$ cat src/rtl/seq_divider.sv
// Sequential unsigned restoring divider: one W+1-bit trial subtract per cycle,
// start/done handshake, quotient and remainder held until the next result.
module seq_divider #(
   parameter int unsigned W = 8
) (
   input  logic         C,
   input  logic         RN,
   input  logic         START,
   input  logic [W-1:0] DIVIDEND,
   input  logic [W-1:0] DIVISOR,
   output logic         BUSY,
   output logic         DONE,
   output logic [W-1:0] QUO,
   output logic [W-1:0] REM,
   output logic         DZ
);

   localparam int unsigned CW = $clog2(W + 1);

   typedef enum logic [1:0] {StIdle, StRun, StFin} state_e;

   state_e state_q, state_d;

   // Dividend bits leave at the top while quotient bits enter at the bottom,
   // so one register serves as both D and Q; after W steps it holds Q.
   logic [W-1:0]  dq_q, dq_d;
   logic [W-1:0]  v_q, v_d;
   logic [W-1:0]  p_q, p_d;
   logic [CW-1:0] cnt_q, cnt_d;
   logic [W-1:0]  quo_q, quo_d;
   logic [W-1:0]  rem_q, rem_d;
   logic          dz_q, dz_d;

   logic [W:0]    shifted;
   logic [W:0]    trial;
   logic          q_bit;

   always_comb begin
      shifted = {1'b0, p_q, dq_q[W-1]} >> 0;
      shifted = {p_q, dq_q[W-1]};
      trial   = shifted - {1'b0, v_q};
      q_bit   = ~trial[W];

      state_d = state_q;
      dq_d    = dq_q;
      v_d     = v_q;
      p_d     = p_q;
      cnt_d   = cnt_q;
      quo_d   = quo_q;
      rem_d   = rem_q;
      dz_d    = dz_q;

      unique case (state_q)
         StIdle, StFin: begin
            state_d = StIdle;
            if (START) begin
               if (DIVISOR != '0) begin
                  dq_d    = DIVIDEND;
                  v_d     = DIVISOR;
                  p_d     = '0;
                  cnt_d   = CW'(W);
                  state_d = StRun;
               end else begin
                  quo_d   = '1;
                  rem_d   = DIVIDEND;
                  dz_d    = 1'b1;
                  state_d = StFin;
               end
            end
         end
         StRun: begin
            p_d   = q_bit ? trial[W-1:0] : shifted[W-1:0];
            dq_d  = {dq_q[W-2:0], q_bit};
            cnt_d = cnt_q - CW'(1);
            if (cnt_q == CW'(1)) begin
               quo_d   = dq_d;
               rem_d   = p_d;
               dz_d    = 1'b0;
               state_d = StFin;
            end
         end
         default: state_d = StIdle;
      endcase
   end

   always_ff @(posedge C) begin
      if (!RN) begin
         state_q <= StIdle;
         dq_q    <= '0;
         v_q     <= '0;
         p_q     <= '0;
         cnt_q   <= '0;
         quo_q   <= '0;
         rem_q   <= '0;
         dz_q    <= 1'b0;
      end else begin
         state_q <= state_d;
         dq_q    <= dq_d;
         v_q     <= v_d;
         p_q     <= p_d;
         cnt_q   <= cnt_d;
         quo_q   <= quo_d;
         rem_q   <= rem_d;
         dz_q    <= dz_d;
      end
   end

   assign BUSY = (state_q == StRun);
   assign DONE = (state_q == StFin);
   assign QUO  = quo_q;
   assign REM  = rem_q;
   assign DZ   = dz_q;

endmodule

$ cat config.mk
export PLATFORM = sky130hd
export DESIGN_NAME = seq_divider
export DESIGN_NICKNAME = d
export VERILOG_FILES = /design/src/rtl/seq_divider.sv
export SDC_FILE = /design/constraint.sdc
export NUM_CORES = 1
export LEC_CHECK = 0
export CORE_ASPECT_RATIO = 1.4
export CORE_MARGIN = 2
export CORE_UTILIZATION = 45
export CTS_CLUSTER_DIAMETER = 100
export CTS_CLUSTER_SIZE = 28
export DETAILED_ROUTE_END_ITERATION = 6
export DONT_BUFFER_PORTS = 1
export PLACE_DENSITY_LB_ADDON = 0.1
export SKIP_LAST_GASP = 1
export SLEW_MARGIN = 20
export SYNTH_ARGS = -nofsm -noshare
export SYNTH_HDL_FRONTEND = slang
export SYNTH_SLANG_ARGS = --single-unit
$ cat constraint.sdc
create_clock -name C -period 2.95 [get_ports C]
set_input_delay 0.1475 -clock C [delete_from_list [all_inputs] [get_ports C]]
set_output_delay 0.1475 -clock C [all_outputs]
set_load 0.02 [all_outputs]
==> results of run 1 <==
power by group:
part | internal, mW | switching (mW) | total, mW | leakage [nW]
Combinational | 0.224 | 0.322 | 0.546 | 0.727
Clock | 0.184 | 0.208 | 0.392 | 0.0470
Sequential | 0.681 | 0.0527 | 0.734 | 0.383
Total | 1.09 | 0.583 | 1.67 | 1.16
flip-flops by register name, summed over array words and instances, names as in the netlist:
| register | cells |
|---|---|
| DZ | 1 |
| v_q | 8 |
| p_q | 8 |
| QUO | 8 |
| dq_q | 8 |
| state_q | 2 |
| cnt_q | 4 |
| REM | 8 |
placed cells by master, fill, tap and decap left out, types with 2 or more instances in the layout:
cell type      netlist  layout
a21boi_0             9       9
nor3b_1              3       3
o21ai_0             16      16
a21oi_1              5       5
o21a_1               4       4
nand2_1             64      64
nor2b_1              6       6
nand3_1             18      18
clkbuf_8             0       6
nor2_1               9       9
xor2_1               2       2
xnor2_1              3       3
buf_4                1       6
o221a_2              9       9
mux2i_1              6       6
nand4_1             12      12
a22oi_1              2       2
a211o_1              5       5
a21o_1               3       3
dlygate4sd3_1        0       6
dfxtp_1             47      47
a31oi_1              2       2
and2_1               5       5
o211a_1              8       8
o211ai_1             2       2
ha_1                10      10
nor3_1               2       2
nand2b_1             2       2
nor4_1               2       2
or4_1                2       2
inv_1               12      12
logic make-up after synthesis:
logic type / after synthesis / share of synthesized area
AOI/OAI and AO/OA: 70 / 0.2158
and+or+nand+nor: 132 / 0.2539
adders and majority gates: 11 / 0.05809
muxes: 7 / 0.03004
xor gates and xnor gates: 5 / 0.01753
buffers and inverters: 30 / 0.04807
DFF: 47 / 0.3766
synth_stat cells (2+ instances only):
master | n | area, um2
buf_1 | 2 | 7.510
xnor2_1 | 3 | 26.28
nand4_1 | 12 | 75.07
a22oi_1 | 2 | 15.01
clkbuf_1 | 12 | 45.04
or4_1 | 2 | 15.01
ha_1 | 10 | 125.1
nor2_1 | 9 | 33.78
nor2b_1 | 6 | 37.54
a31oi_1 | 2 | 12.51
o221a_2 | 9 | 101.4
inv_1 | 12 | 45.04
o211ai_1 | 2 | 15.01
a21boi_0 | 9 | 67.56
o211a_1 | 8 | 80.08
nor4_1 | 2 | 12.51
a21oi_1 | 5 | 25.02
o21ai_0 | 16 | 80.08
nor3_1 | 2 | 10.01
dfxtp_1 | 47 | 940.9
a211o_1 | 5 | 43.79
nand2b_1 | 2 | 12.51
a21o_1 | 3 | 22.52
nand2_1 | 64 | 240.2
and2_1 | 5 | 31.28
buf_2 | 3 | 15.01
nand3_1 | 18 | 90.09
xor2_1 | 2 | 17.52
mux2i_1 | 6 | 60.06
nor3b_1 | 3 | 22.52
o21a_1 | 4 | 30.03
routing by layer:
metal | part of all wire | GRT usage | vias to the layer above
li1 | - | - | 1078
met1 | 0.42 | 0.2758 | 999
met2 | 0.52 | 0.3975 | 45
met3 | 0.039 | 0.04417 | 8
met4 | 0.021 | 0.07823 | 0
met5 | 0 | 0 | -
stage by stage:
step / setup slack (ps) / cell area, um2 / util / power [mW]
global placement: 456.8 / 2554 / 0.4690 / 1.277
CTS: 369.3 / 2701 / 0.4961 / 1.685
global route: 206.8 / 2701 / 0.4961 / 1.769
detailed placement: 417.6 / 2554 / 0.4690 / 1.278
floorplan: 600.4 / 2499 / - / 1.183
finish: 368.5 / 2701 / 0.4961 / 1.673
worst max path at each step:
stage / start / end / slack (ps) / cells past startpoint
after global routing: dq_q[7] / REM[0] / 210 / 10
after floorplan: dq_q[7] / REM[0] / 600 / 10
final: dq_q[7] / REM[0] / 370 / 10
after detailed placement: dq_q[7] / REM[0] / 420 / 10
after CTS: dq_q[7] / REM[0] / 370 / 10
after global placement: dq_q[7] / REM[0] / 460 / 10
timing repair:
action                                 4_1_cts  5_1_grt
hold buffers                                 6        0
endpoints found under the hold margin       25        0
setup buffers                                0        0
final cells by class:
cell class | count | share of cell area
clock buffers | 6 | 0.03057
clock inverters | 1 | 0.001853
inverters | 12 | 0.01667
multi-input cells | 225 | 0.5322
flip-flops and latches | 47 | 0.3483
well taps | 68 | 0.03150
repair buffers | 12 | 0.03891
==> results.toml, run 1 <==
[status]
status = "completed"

[global_routing]
grt_pass1_vias = 2114
grt_pass1_wl_um = 10720
antenna_found_initial = 0
track_usage = 0.2290
grt_remaining_overflow = 0
grt_start_max_net_pins = 31

[floorplanning]
initial_utilization = 0.4589
fp.dieW_um = 66.98
ios = 38
rows = 32
die_height_um = 92.17
fp.dieArea_um2 = 6173
placeable_core_region_um2 = 5445

[detailed_routing]
route.antenna.remaining_nets = 0
num_vias = 2130
postRouteWirelength_um = 6489
remaining_drc_errors = 0
routedWlPerCell_um = 17.49
viasPerCell = 5.741
detailed_router_iteration_count_before_antenna_repair = 4
drtIter0Drc = 131

[cells_and_area]
flow.area_growth_from_synthesis_pct = 8.112
fillers = 559
register_area_um2 = 940.9
post_route_cells_drive_above_1_share = 0.08911
multi_input_comb_area_um2 = 1438
antenna_cells = 0
design.final.nets = 333
final_cell_count_no_fill = 371

[yosys]
async_reset_ff_frac = 0
synth_seq_area_share = 0.3766
synth_flop_type = "dfxtp_1"
synth.yosys.warnings = 0
synthesis.instances = 302
mappedNetlistArea_um2 = 2499
avgSynthCellArea_um2 = 8.274
synth.ff_latch_count = 47
netlist-cell-type-count = 46
net_count_of_the_mapped_netlist = 332
synth_edf_count = 0

[sta]
holdWs_ps = 7.883
report.final.setup_viol = 0
unrepaired_setup_endpoints_after_global_routing = "false"
tightest_slew_ps = 854.3
totalNegativeSetupSlack_ps = 0
final_slew_violations = 0
skew_ps = 6.467
slew-limit-headroom = 0.4286
report.final.hold_viol_count = 0
final_period_minus_worst_setup_slack_ps = 2581
final_cycle_utilization_of_the_critical_path = 0.8751
fmax_mhz = 387.4

[setup_path]
path_class = "flop to flop"
crit_path_start_kind = "flop"
critical_path_cell_by_cell = "inv_1 > ha_1 > inv_1 > fa_1 > a211oi_2 > nor3_1 > mux2_4 > and2_4 > or4_1 > nand3_1"
setup.worst_path.end_class = "flop"
worstPathBufferInverterCount = 2
crit-reg2reg-capture = "REM[0]"
reg2reg_from = "dq_q[7]"
critical-path-top-cell-by-count = "inv_1"
critical_path_arrival_ps = 2820
critical-path-top-delay-family = "simple AND/OR/NAND/NOR gates"
max_stage_delay_ps = 480
timing.critical_path.fanout_max = 11
timing.critical_path.required_ps = 3190
ff2ff_setup_slack_ps = 370
cell_with_the_largest_stage_delay_on_the_worst_path = "or4_1"
reg2reg_depth = 10

[power_and_ir_drop]
worst_ir_drop_vdd_uv = 301.0
cellLeakagePower_nw = 1.158
power_density_nw_per_um2 = 619.3

[placed_design]
portBuffers = 0
hpwlAfterDp_um = 4636
place_congestion = 0.7763
dp_cells = 358

[clock_tree]
insertion_delay_ps = 290
clkTransAtPathRegs_ps = 90
htree_num_levels = 2
cts_inserted_buffers = 5
cts_tree = "built"
cts-root-buf = "clkbuf_8"
cts_resized = 0
cts_num_sinks = 47
max-clock-path-buffers = 2

[worst_hold_path]
worst_hold_startpoint = "DIVISOR[3]"
timing.hold.worst_path_depth = 2
worst_hold_path.endpoint = "v_q[3]"
hold_path_class = "primary input to flop"

[job]
drv_cap = 0
No activity file was read; power rests on OpenSTA's default activity.
==> inputs of run 2 (changes only) <==
Clock period 2.95 ns to 3.15 ns, I/O delays scaled along.
==> run 2 against run 1 <==
Net effect: combinational power shrank 7.1%; via count up 0.14%; sequential power fell by 6.7%; largest cell class unchanged; highest routed layer unchanged.
==> results.toml, run 2 (synthesis results as in run 1) <==
[status]
status = "completed"

[cells_and_area]
flow.area_growth_from_synthesis_pct = 8.713
design.final.nets = 333
layout.cells.most_common_list = "nand2_1 (64), dfxtp_1 (47), nand3_1 (18)"
fillers = 577
antenna_cells = 0
multi_input_comb_area_um2 = 1438
register_area_um2 = 940.9
post_route_cells_drive_above_1_share = 0.08581
mostFrequentLayoutCell = "nand2_1"

[power_and_ir_drop]
power_density_nw_per_um2 = 599.1
cellLeakagePower_nw = 1.161
report.power.total_mw = 1.627
worst_ir_drop_vdd_uv = 342.0

[floorplanning]
rows = 32
fp.dieW_um = 66.98
fp.dieArea_um2 = 6173
die_height_um = 92.17
initial_utilization = 0.4589
ios = 38
placeable_core_region_um2 = 5445

[worst_hold_path]
worst_hold_startpoint = "DIVISOR[4]"
worst_hold_path.endpoint = "v_q[4]"
hold_path_class = "primary input to flop"
timing.hold.worst_path_depth = 2

[setup_path]
ff2ff_setup_slack_ps = 610
cell_with_the_largest_stage_delay_on_the_worst_path = "or4_1"
startpoint = "dq_q[7]"
setup.worst_path.end_class = "flop"
path_class = "flop to flop"
critical-path-top-cell-by-count = "inv_1"
critical-path-top-delay-family = "simple AND/OR/NAND/NOR gates"
max_stage_delay_ps = 470
reg2reg_from = "dq_q[7]"
worstPathBufferInverterCount = 2
crit-reg2reg-capture = "REM[0]"
critical_path_arrival_ps = 2790
reg2reg_depth = 10
critical_path_cell_by_cell = "inv_1 > ha_1 > inv_1 > fa_1 > a211oi_2 > nor3_1 > mux2_4 > and2_4 > or4_1 > nand3_1"
timing.critical_path.fanout_max = 11
timing.critical_path.required_ps = 3390
crit_path_start_kind = "flop"

[sta]
final_period_minus_worst_setup_slack_ps = 2545
unrepaired_setup_endpoints_after_global_routing = "false"
final_cycle_utilization_of_the_critical_path = 0.8079
report.final.setup_viol = 0
slew-limit-headroom = 0.4511
fmax_mhz = 392.9
tightest_slew_ps = 820.7
final_slew_violations = 0
totalNegativeSetupSlack_ps = 0
skew_ps = 6.117
report.final.hold_viol_count = 0

[global_routing]
grt_remaining_overflow = 0
track_usage = 0.2163
grt_pass1_vias = 2014
grt_start_max_net_pins = 32
antenna_found_initial = 0
grt_pass1_wl_um = 10070

[detailed_routing]
remaining_drc_errors = 0
postRouteWirelength_um = 6219
viasPerCell = 5.749
drtIter0Drc = 127
num_vias = 2133
route.antenna.remaining_nets = 0
detailed_router_iteration_count_before_antenna_repair = 4
routedWlPerCell_um = 16.76

[placed_design]
portBuffers = 0
hpwlAfterDp_um = 4420
place_congestion = 0.8263

[clock_tree]
max-clock-path-buffers = 2
cts_tree = "built"
insertion_delay_ps = 300
postCtsSetupBuffers = 0
htree_num_levels = 2
cts_num_sinks = 47
holdBufCountCts = 4
clkTransAtPathRegs_ps = 90
cts_inserted_buffers = 5
cts_resized = 0
cts-root-buf = "clkbuf_8"

[job]
drv_cap = 0
run 2: worst reg2reg max path, cell delays in order, from the launching register on:
cell      delay (ps)
dfxtp_1          320
inv_1             90
ha_1             170
inv_1             50
fa_1             410
a211oi_2         270
nor3_1           110
mux2_4           330
and2_4           180
or4_1            470
nand3_1           90
run 2: worst max path at each step:
stage	endpoint	slack (ps)	cells past startpoint
floorplan	REM[0]	800	10
global placement	REM[0]	660	10
detailed placement	REM[0]	650	10
CTS	REM[0]	610	10
global route	REM[0]	370	10
finish	REM[0]	610	10
run 2: report_power, final:
part	total, mW	internal, mW	switching [mW]
combinational	0.507	0.210	0.297
sequential	0.685	0.638	0.0472
clock	0.434	0.233	0.201
total	1.63	1.08	0.546
run 2: area by class of cell:
class | instances | share of cell area
Multi-Input combinational cell | 225 | 0.5292
Clock inverter | 1 | 0.01105
Timing Repair Buffer | 12 | 0.03869
Inverter | 12 | 0.01658
Sequential cell | 47 | 0.3464
Clock buffer | 6 | 0.02672
Tap cell | 68 | 0.03132
run 2: metrics by stage:
step                      instance area (um2)  worst slack, ps  hold WS [ps]    util  cells
after floorplan                          2499            800.4         302.4       -    302
after global placement                   2554            660.3         284.2  0.4690    358
after detailed placement                 2554            649.3         287.6  0.4690    358
after CTS                                2696            605.4         1.321  0.4952    369
after global routing                     2716            372.3         3.743  0.4989    371
final                                    2716            605.0         1.454  0.4989    371
run 2: per-layer routing:
layer	vias to the layer above	wire, um	GRT usage
li1	1080	-	-
met1	999	2531	0.2529
met4	0	113	0.06122
met5	-	0	0
met3	8	316	0.04785
met2	46	3257	0.3858
==> inputs of run 3 (changes only) <==
Settings changed: ABC_AREA set to 1.
Clock period 3.15 ns to 2.1 ns, I/O delays scaled along.
==> run 3 against run 2 <==
Net effect: global-route usage increased by 0.88 points; clock skew decreased by 1.5 ps; synthesized cell count increased by 21%; highest routed layer unchanged.
==> results.toml, run 3 <==
[setup_path]
critical_path_arrival_ps = 2120
critical_path_cell_by_cell = "inv_1 > ha_1 > inv_1 > fa_2 > nand2_1 > nand2_1 > nand3_2 > nand2_2 > nand2_2 > nand2_4 > nand3_1 > nand3_1 > nand2_1 > inv_1"
max_stage_delay_ps = 360
timing.critical_path.required_ps = 2350
worst_setup_path_endpoint = "p_q[6]"
reg2reg_from = "dq_q[7]"
ff2ff_setup_slack_ps = 230
crit_path_start_kind = "flop"
path_class = "flop to flop"
startpoint = "dq_q[7]"
crit-reg2reg-capture = "p_q[6]"
cell_with_the_largest_stage_delay_on_the_worst_path = "dfxtp_1"
reg2reg_depth = 14
timing.critical_path.fanout_max = 10
setup.worst_path.end_class = "flop"

[cells_and_area]
final_cell_count_no_fill = 437
mostFrequentLayoutCell = "nand2_1"
layout.cells.most_common_list = "nand2_1 (80), inv_1 (53), dfxtp_1 (47)"
antenna_cells = 0
flow.area_growth_from_synthesis_pct = 9.307
layout.core_utilization = 0.5037
design.final.nets = 399
post_route_cells_drive_above_1_share = 0.08672

[yosys]
synthesis.instances = 365
async_reset_ff_frac = 0
synth.largest_area_cell = "dfxtp_1"
post_synth_main_area_contributors = "dfxtp_1 (37%), nand2_1 (12%), inv_1 (7.9%)"
ys_top_cells_by_count = "nand2_1 (83), inv_1 (53), dfxtp_1 (47), nand3_1 (39), nor2_1 (38)"
synth_most_common_cell = "nand2_1"
synth_largest_type_area_fraction = 0.3723
synth.ff_latch_count = 47
synth_edf_count = 0
netlist-cell-type-count = 35
synth.yosys.warnings = 0
avgSynthCellArea_um2 = 6.924
synth_flop_type = "dfxtp_1"
synth_seq_area_share = 0.3723
net_count_of_the_mapped_netlist = 395
mappedNetlistArea_um2 = 2527

[clock_tree]
cts_tree = "built"
cts-root-buf = "clkbuf_8"
htree_num_levels = 2
clkTransAtPathRegs_ps = 80
cts_inserted_buffers = 5
cts_num_sinks = 47
insertion_delay_ps = 300
max-clock-path-buffers = 2

[sta]
final_slew_violations = 0
fmax_mhz = 534.3
report.final.hold_viol_count = 0
totalNegativeSetupSlack_ps = 0
unrepaired_setup_endpoints_after_global_routing = "false"
report.final.setup_viol = 0
skew_ps = 4.657
final_period_minus_worst_setup_slack_ps = 1872
tightest_slew_ps = 920.1
final_cycle_utilization_of_the_critical_path = 0.8912
slew-limit-headroom = 0.3846

[placed_design]
hpwlAfterDp_um = 4509
portBuffers = 0
place_congestion = 0.8070
dp_cells = 421

[status]
status = "completed"

[global_routing]
track_usage = 0.2252
grt_start_max_net_pins = 28
grt_pass1_wl_um = 10530
grt_pass1_vias = 2200
antenna_found_initial = 0
grt_remaining_overflow = 0

[power_and_ir_drop]
share_of_power_burned_in_registers = 0.458
power_switching_share = 0.3480
worst_ir_drop_vdd_uv = 520.9
report.power.total_mw = 2.386
cellLeakagePower_nw = 1.326
logic_pwr_share = 0.273
clock_power_share = 0.269
p_sw_mw = 0.8304
power_density_nw_per_um2 = 863.8
internal_power_mw = 1.556

[floorplanning]
fp.dieArea_um2 = 6241
placeable_core_region_um2 = 5485
rows = 32
ios = 38
fp.dieW_um = 67.34
initial_utilization = 0.4608
die_height_um = 92.68

[worst_hold_path]
timing.hold.worst_path_depth = 2
hold_path_class = "primary input to flop"

[detailed_routing]
drtIter0Drc = 118
viasPerCell = 5.192
route.antenna.remaining_nets = 0
postRouteWirelength_um = 6264
num_vias = 2269
detailed_router_iteration_count_before_antenna_repair = 4
routedWlPerCell_um = 14.33
remaining_drc_errors = 0

[job]
drv_cap = 0
[run 3: cell types whose count changed in the layout (fill, tap and decap cells not counted), sizes merged, moves of 8 or more]
cell,previous run,this run
a21boi,9,0
o22ai,0,8
nand3,18,40
nand2,65,88
nand4,12,1
o211a,8,0
nor2,9,42
o221a,9,0
a21oi,5,22
inv,12,58
[run 3: per-stage QoR]
| step | area (um2) | hold WS, ps | setup WS (ps) |
|---|---|---|---|
| after floorplan | 2527 | 268.0 | 353.8 |
| after global placement | 2545 | 208.6 | 210.7 |
| after detailed placement | 2545 | 212.4 | 157.8 |
| after CTS | 2728 | 6.126 | 162.5 |
| after global routing | 2763 | 15.70 | 12.08 |
| final | 2763 | 16.30 | 228.4 |
[run 3: timing repair]
item,4_1_cts,5_1_grt
setup endpoints to repair,0,16
setup buffers,0,0
hold buffers,8,1
hold endpoints to repair,26,1
gates resized for setup,0,7
[run 3: critical path: cells and delay by family, from the launching register on]
kind,cells,cell delay (ps)
and+or+nand+nor,9,830
DFF,1,360
buffers and inverters,3,220
adders and majority gates,2,400
[run 3: how the worst min path moves through the flow]
stage / start / to / slack (ps)
6_report: DIVISOR[2] / v_q[2] / 20
5_1_grt: DIVISOR[6] / v_q[6] / 20
4_1_cts: DIVIDEND[1] / dq_q[1] / 6
3_5_place_dp: RN / p_q[2] / 210
3_3_place_gp: RN / p_q[2] / 210
2_1_floorplan: DIVIDEND[1] / dq_q[1] / 270
[run 3: cell type report]
cell class	instances	area [um2]
inverter	59	230.2
sequential	47	940.9
clock buffer	6	72.57
timing repair buffer	10	97.59
clock inverter	1	30.03
tap	68	85.08
fill	567	2723
multi-input combinational	246	1306
[run 3: cells by family (layout without fill, tap and decap cells)]
| group | after synthesis | in the layout | share of synthesized area |
|---|---|---|---|
| xor gates and xnor gates | 3 | 3 | 0.01040 |
| and+or+nand+nor | 174 | 174 | 0.3054 |
| buffers and inverters | 72 | 76 | 0.1208 |
| AOI/OAI and AO/OA | 58 | 58 | 0.1337 |
| DFF | 47 | 47 | 0.3723 |
| adders and majority gates | 11 | 11 | 0.05743 |
[run 3: per-layer routing]
metal,up-vias,part of all wire,GRT usage
met4,0,0.037,0.1105
met2,64,0.50,0.3738
met1,1015,0.41,0.2718
met5,-,0,0
li1,1175,-,-
met3,15,0.051,0.04253
[run 3: power by group through the flow]
stage / registers, mW / logic [mW] / clock network, mW
after floorplan: 1.09 / 0.511 / 0
after global placement: 1.11 / 0.600 / 0
after detailed placement: 1.11 / 0.603 / 0
after CTS: 1.09 / 0.626 / 0.666
after global routing: 1.10 / 0.753 / 0.694
final: 1.09 / 0.650 / 0.642
